## src/rtl/decode_queue_pkg.sv

```systemverilog
// Shared ISA constants, opcode enum and decoded-instruction record for decode_queue.
// DECODE_SYSTEM_EN adds the SYSTEM and MISC_MEM opcodes.
package decode_queue_pkg;

   localparam int XLEN = 32;
   localparam int ILEN = 32;

   localparam logic [6:0] OPC_LUI      = 7'b0110111;
   localparam logic [6:0] OPC_AUIPC    = 7'b0010111;
   localparam logic [6:0] OPC_JAL      = 7'b1101111;
   localparam logic [6:0] OPC_JALR     = 7'b1100111;
   localparam logic [6:0] OPC_BRANCH   = 7'b1100011;
   localparam logic [6:0] OPC_LOAD     = 7'b0000011;
   localparam logic [6:0] OPC_STORE    = 7'b0100011;
   localparam logic [6:0] OPC_OP_IMM   = 7'b0010011;
   localparam logic [6:0] OPC_OP       = 7'b0110011;
   localparam logic [6:0] OPC_SYSTEM   = 7'b1110011;
   localparam logic [6:0] OPC_MISC_MEM = 7'b0001111;

   localparam logic [2:0] F3_ADD_SUB = 3'b000;
   localparam logic [2:0] F3_SLL     = 3'b001;
   localparam logic [2:0] F3_SR      = 3'b101;
   localparam logic [6:0] F7_ZERO    = 7'b0000000;
   localparam logic [6:0] F7_ALT     = 7'b0100000;

   typedef enum logic [3:0] {
      OPCODE_LUI,
      OPCODE_AUIPC,
      OPCODE_JAL,
      OPCODE_JALR,
      OPCODE_BRANCH,
      OPCODE_LOAD,
      OPCODE_STORE,
      OPCODE_OP_IMM,
      OPCODE_OP,
`ifdef DECODE_SYSTEM_EN
      OPCODE_SYSTEM,
      OPCODE_MISC_MEM,
`endif
      OPCODE_UNKNOWN
   } opcode_t;

   typedef struct packed {
      opcode_t         opcode;
      logic [4:0]      rd;
      logic [4:0]      rs1;
      logic [4:0]      rs2;
      logic [2:0]      funct3;
      logic [6:0]      funct7;
      logic [XLEN-1:0] i_imm;
      logic [XLEN-1:0] s_imm;
      logic [XLEN-1:0] b_imm;
      logic [XLEN-1:0] u_imm;
      logic [XLEN-1:0] j_imm;
   } decoded_instruction_t;

   typedef struct packed {
      decoded_instruction_t dec;
      logic [XLEN-1:0]      pc;
      logic                 illegal;
   } fifo_entry_t;

   function automatic opcode_t opcode_of(input logic [6:0] opc);
      opcode_t o;
      unique case (opc)
         OPC_LUI:      o = OPCODE_LUI;
         OPC_AUIPC:    o = OPCODE_AUIPC;
         OPC_JAL:      o = OPCODE_JAL;
         OPC_JALR:     o = OPCODE_JALR;
         OPC_BRANCH:   o = OPCODE_BRANCH;
         OPC_LOAD:     o = OPCODE_LOAD;
         OPC_STORE:    o = OPCODE_STORE;
         OPC_OP_IMM:   o = OPCODE_OP_IMM;
         OPC_OP:       o = OPCODE_OP;
`ifdef DECODE_SYSTEM_EN
         OPC_SYSTEM:   o = OPCODE_SYSTEM;
         OPC_MISC_MEM: o = OPCODE_MISC_MEM;
`endif
         default:      o = OPCODE_UNKNOWN;
      endcase
      return o;
   endfunction

   function automatic decoded_instruction_t decode_fields(
      input logic [ILEN-1:0] i
   );
      decoded_instruction_t d;
      d.opcode = opcode_of(i[6:0]);
      d.rd     = i[11:7];
      d.rs1    = i[19:15];
      d.rs2    = i[24:20];
      d.funct3 = i[14:12];
      d.funct7 = i[31:25];
      d.i_imm  = XLEN'($signed(i[31:20]));
      d.s_imm  = XLEN'($signed({i[31:25], i[11:7]}));
      d.b_imm  = XLEN'($signed({i[31], i[7], i[30:25], i[11:8], 1'b0}));
      d.u_imm  = XLEN'($signed({i[31:12], 12'b0}));
      d.j_imm  = XLEN'($signed({i[31], i[19:12], i[20], i[30:21], 1'b0}));
      return d;
   endfunction

endpackage

```

## src/rtl/decode_legality_check.sv

```systemverilog
// Combinational illegal-encoding detector, shared with the trap logic.
// DECODE_SYSTEM_EN makes SYSTEM (funct3 = 0) and MISC_MEM legal.
module decode_legality_check
   import decode_queue_pkg::*;
(
   input  logic [ILEN-1:0] instr,
   output logic            illegal
);

   logic [2:0] f3;
   logic [6:0] f7;
   logic       unused_bits;

   assign f3 = instr[14:12];
   assign f7 = instr[31:25];
   assign unused_bits = ^{instr[24:15], instr[11:7]};

   always_comb begin
      illegal = 1'b0;
      unique case (opcode_of(instr[6:0]))
         OPCODE_LUI, OPCODE_AUIPC, OPCODE_JAL: illegal = 1'b0;
         OPCODE_JALR:   illegal = (f3 != 3'b000);
         OPCODE_BRANCH: illegal = f3 inside {3'b010, 3'b011};
         OPCODE_LOAD:   illegal = f3 inside {3'b011, 3'b110, 3'b111};
         OPCODE_STORE:  illegal = (f3 >= 3'b011);
         OPCODE_OP:
            illegal = !(f7 inside {F7_ZERO, F7_ALT}) ||
                      ((f7 == F7_ALT) && !(f3 inside {F3_ADD_SUB, F3_SR}));
         OPCODE_OP_IMM:
            illegal = ((f3 == F3_SLL) && (f7 != F7_ZERO)) ||
                      ((f3 == F3_SR) && !(f7 inside {F7_ZERO, F7_ALT}));
`ifdef DECODE_SYSTEM_EN
         OPCODE_SYSTEM:   illegal = (f3 != 3'b000);
         OPCODE_MISC_MEM: illegal = 1'b0;
`endif
         default: illegal = 1'b1;
      endcase
      if (instr[1:0] != 2'b11) illegal = 1'b1;
   end

endmodule

```

## src/rtl/decode_queue.sv

```systemverilog
// Decode stage with a DEPTH-entry FIFO between fetch and execute; flush drops everything.
// DECODE_SYSTEM_EN enables SYSTEM/MISC_MEM decode in the package and legality check.
module decode_queue
   import decode_queue_pkg::*;
#(
   parameter int DEPTH = 2
) (
   input  logic                 clk,
   input  logic                 rst_n,
   input  logic                 flush,
   input  logic                 in_valid,
   output logic                 in_ready,
   input  logic [ILEN-1:0]      in_instr,
   input  logic [XLEN-1:0]      in_pc,
   output logic                 out_valid,
   input  logic                 out_ready,
   output decoded_instruction_t out_decoded,
   output logic [XLEN-1:0]      out_pc,
   output logic                 out_illegal
);

   localparam int PW = $clog2(DEPTH);
   localparam int CW = PW + 1;

   if ((DEPTH < 2) || ((DEPTH & (DEPTH - 1)) != 0)) begin : g_depth_chk
      $error("decode_queue: DEPTH must be a power of two >= 2");
   end

   logic [PW-1:0] wr_ptr_q, wr_ptr_d;
   logic [PW-1:0] rd_ptr_q, rd_ptr_d;
   logic [CW-1:0] count_q, count_d;
   fifo_entry_t   mem_q [DEPTH];
   fifo_entry_t   mem_d [DEPTH];

   decoded_instruction_t dec;
   logic                 illegal;
   logic                 push;
   logic                 pop;

   decode_legality_check u_legal (
      .instr   (in_instr),
      .illegal (illegal)
   );

   always_comb begin
      dec = decode_fields(in_instr);
      if (illegal) dec.opcode = OPCODE_UNKNOWN;
   end

   assign in_ready  = (count_q < CW'(DEPTH));
   assign out_valid = (count_q != '0);
   assign push      = in_valid && in_ready && !flush;
   assign pop       = out_valid && out_ready && !flush;

   always_comb begin
      wr_ptr_d = wr_ptr_q;
      rd_ptr_d = rd_ptr_q;
      count_d  = count_q;
      mem_d    = mem_q;
      if (flush) begin
         wr_ptr_d = '0;
         rd_ptr_d = '0;
         count_d  = '0;
      end else begin
         if (push) begin
            mem_d[wr_ptr_q] = '{dec: dec, pc: in_pc, illegal: illegal};
            wr_ptr_d = wr_ptr_q + 1'b1;
         end
         if (pop) rd_ptr_d = rd_ptr_q + 1'b1;
         unique case ({push, pop})
            2'b10:   count_d = count_q + 1'b1;
            2'b01:   count_d = count_q - 1'b1;
            default: count_d = count_q;
         endcase
      end
   end

   always_ff @(posedge clk or negedge rst_n) begin
      if (!rst_n) begin
         wr_ptr_q <= '0;
         rd_ptr_q <= '0;
         count_q  <= '0;
      end else begin
         wr_ptr_q <= wr_ptr_d;
         rd_ptr_q <= rd_ptr_d;
         count_q  <= count_d;
      end
   end

   // Storage is intentionally unreset; out_valid gates its use.
   always_ff @(posedge clk) begin
      mem_q <= mem_d;
   end

   assign out_decoded = mem_q[rd_ptr_q].dec;
   assign out_pc      = mem_q[rd_ptr_q].pc;
   assign out_illegal = mem_q[rd_ptr_q].illegal;

endmodule
```

## config.mk

```make
export PLATFORM = sky130hd
export DESIGN_NAME = decode_queue
export DESIGN_NICKNAME = d
export VERILOG_FILES = /design/src/rtl/decode_queue_pkg.sv /design/src/rtl/decode_legality_check.sv /design/src/rtl/decode_queue.sv
export SDC_FILE = /design/constraint.sdc
export NUM_CORES = 1
export LEC_CHECK = 0
export BUFFER_PORTS_ARGS = -buffer_cell sky130_fd_sc_hd__buf_2
export CAP_MARGIN = 5
export CORE_ASPECT_RATIO = 1.4
export CORE_MARGIN = 3
export CORE_UTILIZATION = 51
export CTS_BUF_LIST = sky130_fd_sc_hd__clkbuf_4 sky130_fd_sc_hd__clkbuf_8
export DETAILED_ROUTE_END_ITERATION = 8
export GPL_ROUTABILITY_DRIVEN = 0
export PLACE_DENSITY_LB_ADDON = 0.08
export SYNTH_ARGS = -nofsm -noshare
export SYNTH_HDL_FRONTEND = slang
export SYNTH_HIERARCHICAL = 1
export SYNTH_SLANG_ARGS = --single-unit
```

## constraint.sdc

```tcl
create_clock -name clk -period 9.75 [get_ports clk]
set_input_delay 1.95 -clock clk [delete_from_list [all_inputs] [get_ports clk]]
set_output_delay 1.95 -clock clk [all_outputs]
set_load 0.02 [all_outputs]
```

======== After elaboration in Yosys (flattened, before gate mapping) ========
Index checks and enable logic that the tools add are counted.
word-level totals
  bits in registers ....................... 448
  output and inout port bits .............. 224
  word-level logic and storage cells ...... 112
operators by class
  add/subtract/negate cells ............... 4
  equal/unequal tests ..................... 27
  order comparisons ....................... 5
  reductions and logical operators ........ 28
  mux-type cells .......................... 16
  bitwise gates (word level) .............. 3
operator list
  kind                  number
  $mux W222             4
  $bwmux W444           1
  $demux W222 S1        1
  $pmux W4 S9           1
  $eq A7 B6 Y1 const B  4
  $eq A7 B7 Y1 const B  3
  $eq A4 B3 Y1 const B  4
  $eq A7 B5 Y1 const B  2
  $reduce_bool A2 Y1    6
  $eq A3 B3 Y1 const B  3
  $reduce_bool A3 Y1    3
  $eq A4 B2 Y1 const B  2
  $logic_and A1 B1 Y1   8
  $eq A7 B2 Y1 const B  1
  $logic_not A7 Y1      1
  $pmux W1 S7           1
  $reduce_bool A7 Y1    1
  $eq A3 B2 Y1 const B  2
  $mux W1               5
  $eq A4 B1 Y1 const B  1
  $eq A4 B4 Y1 const B  1
  $ge A2 B2 Y1 const B  2
  $logic_not A4 Y1      1
  $mux W4               1
  other kinds (19)      24

======== Logic depth before layout (Yosys ltp) ========
Gate-level depths: netlist of run 1.
  word-level depth ........................ 9
  mapped depth ............................ 9
  mapped depth without buffers ............ 8

======== By module ========
The synthesis of run 1 kept the hierarchy.
by module, submodules not included
  module                 area each (µm²)  cells each  instances
  decode_queue           6007.0           396         1
  decode_legality_check  256.5            41          1

======== Least setup slack after synthesis of run 1 ========
OpenSTA, ideal clock, no wires.
  kind .................................... input port to flip-flop
  start point ............................. input in_valid
  end point ............................... register mem_q[0] (netlist bit) (enable)
  library setup time ...................... 0.571 ns
  data arrival time ....................... 6.624 ns
  setup slack ............................. 2.555 ns
  stages on the path ...................... 2
  cells stage by stage .................... nand2b_1 nor3b_1
between the ends
  word-level cells in the longest chain between the ends .. 3
ends and longest elaborated chain
  element                            RTL line            RTL
  start: declaration                 decode_queue.sv:11  input logic in_valid,
  $logic_and A1 B1 Y1 (2 in series)  decode_queue.sv:52  assign push = in_valid && in_ready && !flush;
  $reduce_and A2 Y1 (no line)        --
  end signal: assignment             decode_queue.sv:92  mem_q <= mem_d;
  end: declaration                   decode_queue.sv:32  fifo_entry_t mem_q [DEPTH];
No other way between the ends.
A chain may end at the register's enable or synchronous reset.

==> results of run 1 <==
==> worst register-to-register path, cell delays in order, from the launching register on <==
cell and delay (ps):
dfrtp_1 430, nand2b_1 240, nor3b_2 750, buf_4 500
==> power by group through the flow <==
stage	Sequential [uW]	Clock, uW	Combinational [uW]
2_1_floorplan	646	0	236
3_5_place_dp	645	0	263
6_report	633	510	260
3_3_place_gp	644	0	261
5_1_grt	634	547	278
4_1_cts	633	523	264
==> placed cells by master (no fill, tap or decap), types with 2 or more instances in the layout <==
master        n
inv_1         3
nor2b_1       3
clkbuf_4      2
dfrtp_1       3
clkbuf_8     17
buf_2       278
nor3_1        5
nor2_1        7
xor2_1        3
or4_1         2
clkinv_4      3
and3_1        2
conb_1       14
clkinv_2      2
nor4_1        3
buf_4         5
nand2_1       4
edfxtp_1    124
bufinv_16     5
o21ai_0       5
mux2_2       64
nand3b_1      2
o31ai_1       2
nand3_1       5
nand2b_1      4
clkinvlp_4    2
a21oi_1       6
==> cell type report <==
cell class	count	area share
clock buffer	19	0.0348
tap	147	0.0257
multi-input combinational	151	0.174
sequential	128	0.535
antenna	1	0.000350
clock inverter	13	0.0294
inverter	3	0.00157
timing repair buffer	283	0.200
==> registers in the layout, indices dropped and copies added, names as in the netlist <==
register	flops
mem_q	124
count_q	2
rd_ptr_q	1
wr_ptr_q	1
==> worst max path at each step <==
stage                                 endpoint  depth (start not counted)
after detailed placement  mem_q[218]$_DFFE_PP_                          9
after global placement    mem_q[218]$_DFFE_PP_                          9
after floorplan             mem_q[0]$_DFFE_PP_                          2
final                          out_decoded[74]                          3
after CTS                      out_decoded[74]                          3
after global routing           out_decoded[62]                          3
==> per-layer routing <==
| metal | wire (microns) | global-route usage |
|---|---|---|
| met1 | 4510 | 0.199 |
| met2 | 6210 | 0.279 |
| met3 | 933 | 0.0423 |
| met4 | 166 | 0.0706 |
| met5 | 0 | 0 |
==> cell usage after synthesis (2+ instances only) <==
cell	number	share of area
xor2_1	3	0.0042
o21ai_0	5	0.0040
nand2b_1	4	0.0040
nor2_1	7	0.0042
nand3_1	5	0.0040
nand3b_1	2	0.0024
a21oi_1	6	0.0048
and3_1	2	0.0020
dfrtp_1	4	0.016
buf_4	162	0.19
or4_1	2	0.0024
inv_1	3	0.0018
nor4_1	3	0.0030
nand2_1	4	0.0024
buf_2	6	0.0048
edfxtp_1	124	0.59
mux2_2	64	0.12
nor2b_1	3	0.0030
o31ai_1	2	0.0024
nor3_1	6	0.0048
==> through the flow <==
stage	setup WS [ps]	utilization
finish	5660	0.599
detailed placement	5350	0.560
global route	5550	0.599
CTS	5590	0.599
global placement	5400	0.560
floorplan	2560	-
==> cell families (layout without fill, tap and decap cells) <==
| kind of cell | count (synthesis) | count (layout) | synth area share |
|---|---|---|---|
| AOI/OAI and AO/OA | 21 | 21 | 0.0220 |
| xor gates and xnor gates | 4 | 4 | 0.00559 |
| buffers and inverters | 171 | 318 | 0.201 |
| DFF | 128 | 128 | 0.610 |
| muxes | 66 | 66 | 0.118 |
| other | 1 | 15 | 0.000599 |
| and+or+nand+nor | 46 | 46 | 0.0422 |
==> metrics, run 1 <==
maximum vdd ir drop=91.1 uV; layout cells sized above 1=0.645; total internal power=1020 uW; leakage=0.00295 uW; DR DRC count=0; reg2reg path depth=3; CP Class=register to output port; global-route wire length before repair=~17000 microns; Reg clk slew, reported paths=60 ps; Reg power frac=0.451; CTS tree=done; top-level I/O count=293; area of the core=11900 sq um; fin area=7150 sq um; crit path max fanout=62; Mapped Cells=437; Resize count post-CTS=0; die area=13700 sq um; number of fill cells=983; Reg-to-Reg Start=count_q[1]$_DFFE_PN0P_; DIE HEIGHT=~140 microns; Power Dens Cells=196 nW/um^2; Synth async-reset ratio=0.0313; maximum buffer depth of the clock tree=2; Gate power share=0.186; mean post-synth cell area=14.3 sq um; Initial Util=0.525; Slowest cell on crit path=buf_4; Period minus WS final=about 4100 ps; maximum clock frequency=0.245 GHz; setup TNS=0 ps; largest net degree at the start of global routing=77; register area=~3800 sq um; Antenna Nets Post-Route=0; Primary FF master, synth=edfxtp_1; final setup fails=0; CP arrival=2140 ps; Die W=99.7 microns; worst path bufs/invs=2; worst hold stages=2; Rel. slew slack=0.420; synthesized flop and latch total=128; fin nets=653; area post-placement=around 6700 sq um; Pre-Repair DR Iteration Count=4; Crit. End Element=output port; Clk network pwr share=0.364; post-synth cell types=40; initial detailed-routing violation count=129; Worst Path Required=7800 ps; Slew @ Worst Pin=866 ps; Post-CTS Setup Bufs=0; Clock Latency Late Sink=slightly above 400 ps; Avg WL per Cell=15.9 microns; # clock sinks=around 130; worst r2r dst=mem_q[197]$_DFFE_PP_; gr usage total=0.165; Vias/cell=4.81; switch share=0.270; R2R Setup Slk=7460 ps; H-tree Lvls=4; area grow syn2layout=14.2%; synthesized cell area=6260 sq um; Yosys Warn Count=6; Inst Count DP=712; Critical Path Source Type=register; number of synthesized flops with an enable pin=124; Seq/Total Area, Yosys=0.610; Tot Pwr=1400 uW; P_sw=378 uW; Max-Cap Viols=0; final worst-path cycle share=0.419; footprint of the multi-input gates=1240 sq um; crit path cell chain=buf_4, mux2_2, buf_2; antenna violations before repair=1; slowest stage delay, CP=640 ps; CTS Buf Count=17; final cell count without fillers=745; outcome=finished, final reports clean; hold_sp=wr_ptr_q$_DFFE_PN0P_; root buffer cell=clkbuf_8; Worst Setup SP=rd_ptr_q$_DFFE_PN0P_; CP top delay family=buffers and inverters; row count=47; Hold Crit Class=register to register; final HPWL from detailed placement=~8500 microns; grt total ovfl=0; drt total wl=11800 microns; PortBufs=approximately 280; Fin Hold WS=582 ps; Hold Buf Count CTS=0; Hold Path End=wr_ptr_q$_DFFE_PN0P_; max-slew violations=0; DR vias=~3600; final-report hold violation count=0; skew final=11.4 ps; unrepaired setup endpoints after global routing=false; vias in the first global route=between 3000 and 4000
(Power assumes the default switching activity.)
==> inputs of run 2 (changes only) <==
--- a/config.mk
+++ b/config.mk
@@ -5,11 +5,12 @@
 export SDC_FILE = /design/constraint.sdc
 export NUM_CORES = 1
 export LEC_CHECK = 0
+export ABC_AREA = 1
 export BUFFER_PORTS_ARGS = -buffer_cell sky130_fd_sc_hd__buf_2
 export CAP_MARGIN = 5
 export CORE_ASPECT_RATIO = 1.4
 export CORE_MARGIN = 3
-export CORE_UTILIZATION = 51
+export CORE_UTILIZATION = 49
 export CTS_BUF_LIST = sky130_fd_sc_hd__clkbuf_4 sky130_fd_sc_hd__clkbuf_8
 export DETAILED_ROUTE_END_ITERATION = 8
 export GPL_ROUTABILITY_DRIVEN = 0
==> constraint.sdc (replaced) <==
create_clock -name clk -period 3.78 [get_ports clk]
set_input_delay 0.756 -clock clk [delete_from_list [all_inputs] [get_ports clk]]
set_output_delay 0.756 -clock clk [all_outputs]
set_load 0.02 [all_outputs]
==> run 2 against run 1 <==
- utilization down 2.7 points
- design area up 0.96%
- total power rose to 3.4 times the previous value
- sequential share of layout area down 0.51 points
- worst hold slack worse by 440 ps
- final cell count up 25%
- non-clock buffer count down 1
- area after synthesis up 2.7%
- sequential cell count unchanged
- first-iteration DRC count up 74%
- largest power group is now combinational cells
==> metrics, run 2 <==
Avg WL per Cell=14.5 microns; skew final=5.79 ps; Synth Area in Compound Gates=0.00759; unrepaired setup endpoints after global routing=false; synthesized flop and latch total=128; leakage=around 0.0034 uW; Regs by FF count=mem_q (124), count_q (2); Reg-to-Reg Start=count_q[1]$_DFFE_PN0P_; drt total wl=roughly 13000 microns; Crit. End Element=output port; reg2reg path depth=4; Post-CTS Setup Bufs=0; PortBufs=approximately 280; Clock Latency Late Sink=410 ps; Slew @ Worst Pin=946 ps; CP top delay family=simple AND/OR/NAND/NOR gates; Tot Pwr=~4700 uW; DR DRC count=0; global-route wire length before repair=19800 microns; number of synthesized flops with an enable pin=124; commonest non-fill, non-tap cell in the layout=buf_2; post-synthesis mux area share=0; # clock sinks=128; Vias/cell=approximately 4.7; Initial Util=0.510; top cells by count, synth=nand2_1 (219), buf_4 (160), edfxtp_1 (124); R2R Setup Slk=1760 ps; number of fill cells=roughly 1100; Die W=103 microns; Synth Area in Simple Gates=0.184; die area=14600 sq um; max reg flops=between 100 and 150; Critical Path Source Type=register; maximum clock frequency=0.326 GHz; final worst-path cycle share=0.812; Pre-Repair DR Iteration Count=4; outcome=finished, final reports clean; Setup crit end=out_decoded[91]; Adder-Cell Fraction of Synth Area=0; CTS Buf Count=17; initial detailed-routing violation count=224; worst path bufs/invs=1; register area=between 3000 and 4000 sq um; Worst Setup SP=rd_ptr_q$_DFFE_PN0P_; Synth Area in XOR/XNOR=0; Reg with most FFs=mem_q; Reg clk slew, reported paths=70 ps; DR vias=approximately 4300; Period minus WS final=between 3000 and 4000 ps; final HPWL from detailed placement=around 9700 microns; crit path max fanout=76; Synth async-reset ratio=0.0313; final-report hold violation count=0; Primary FF master, synth=edfxtp_1; final setup fails=0; Yosys Warn Count=6; fin nets=834; footprint of the multi-input gates=1310 sq um; CP arrival=about 2300 ps; H-tree Lvls=4; maximum buffer depth of the clock tree=2; row count=48; Rel. slew slack=0.367; Hold Buf Count CTS=0; main combinational cell family by area after synthesis=buffers and inverters; worst r2r dst=mem_q[232]$_DFFE_PP_; final cell count without fillers=929; cell with the most instances after synthesis=nand2_1; Worst Path Required=3020 ps; vias in the first global route=between 3000 and 4000; root buffer cell=clkbuf_8; post-synth cell types=21; layout cells sized above 1=0.445; gr usage total=0.180; Hold Crit Class=primary input to async pin; Antenna Nets Post-Route=0; top-level I/O count=293; CTS tree=done; area grow syn2layout=12.3%; Levels on crit path=3; grt total ovfl=0; Power Dens Cells=about 650 nW/um^2; max-slew violations=0; antenna violations before repair=1; setup TNS=0 ps; crit path cell chain=nand2_1, nand2_2, buf_2; Resize count post-CTS=0; Seq/Total Area, Yosys=0.595; largest net degree at the start of global routing=77; CP Class=register to output port; synthesized cell area=6430 sq um; maximum vdd ir drop=312 uV; area of the core=12600 sq um; top cells by area, synth=edfxtp_1 (58%), buf_4 (19%), nand2_1 (13%); DIE HEIGHT=approximately 140 microns; Util after Layout=0.573; Inst Count DP=between 800 and 900; post-synth top area share=0.579; commonest cells after routing, fill and taps aside=buf_2 (278), nand2_1 (218), edfxtp_1 (124); mean post-synth cell area=10.3 sq um; Max-Cap Viols=0; Mapped Cells=624; slowest stage delay, CP=720 ps; Slowest cell on crit path=dfrtp_2; area leader, netlist=edfxtp_1
## run 2: changes by cell type after synthesis, sizes merged, moves of 5 or more
cell    delta
nor2      +24
nor3       -5
nand2    +223
clkbuf     +5
mux2      -65
nand3     +16
inv       +25
## run 2: per-layer routing
| layer | wire length [microns] | share of wire | global-route usage |
|---|---|---|---|
| met5 | 0 | 0 | 0 |
| met1 | 4620 | 0.34 | 0.192 |
| met2 | 7610 | 0.56 | 0.332 |
| met3 | 1040 | 0.077 | 0.0482 |
| met4 | 230 | 0.017 | 0.0682 |
## run 2: worst min path at each step
stage                               from                endpoint  slack [ps]  cells past startpoint
floorplan                          rst_n  count_q[0]$_DFFE_PN0P_         460                      0
global placement    wr_ptr_q$_DFFE_PN0P_    wr_ptr_q$_DFFE_PN0P_         560                      1
detailed placement                 rst_n  count_q[0]$_DFFE_PN0P_         570                      1
CTS                                rst_n  count_q[0]$_DFFE_PN0P_         110                      1
global route                       rst_n    rd_ptr_q$_DFFE_PN0P_         110                      1
finish                             rst_n    rd_ptr_q$_DFFE_PN0P_         140                      1
## run 2: cell type report
class | count | share of cell area
timing repair buffer | 282 | 0.197
clock inverter | 13 | 0.0168
tap | 150 | 0.0260
inverter | 29 | 0.0151
sequential | 128 | 0.530
antenna | 1 | 0.000347
multi-input combinational | 307 | 0.181
clock buffer | 19 | 0.0345
## run 2: logic make-up (layout without fill, tap and decap cells)
family | after synthesis | count (layout)
AND/OR/NAND/NOR | 284 | 284
other | 1 | 15
flip-flops | 128 | 128
buffers and inverters | 202 | 343
AO/OA/AOI/OAI | 9 | 9
## run 2: through the flow
stage | hold slack [ps] | area, sq um | worst slack, ps
floorplan | 460 | 6480 | -348
global placement | 563 | 6850 | 1160
detailed placement | 574 | 6850 | 1110
CTS | 107 | 7220 | 643
global route | 106 | 7220 | 421
finish | 138 | 7220 | 710
## run 2: where the power goes
group          internal, uW  switching, uW  leakage, uW
registers              1680           54.9      0.00118
logic                   516           1390      0.00205
clock network           587            490     0.000181
## run 2: worst register-to-register path, cell delays in order (launching register included)
cell	delay, ps
dfrtp_1	430
nor2_2	220
nand2_1	190
nor2_4	110
buf_4	650
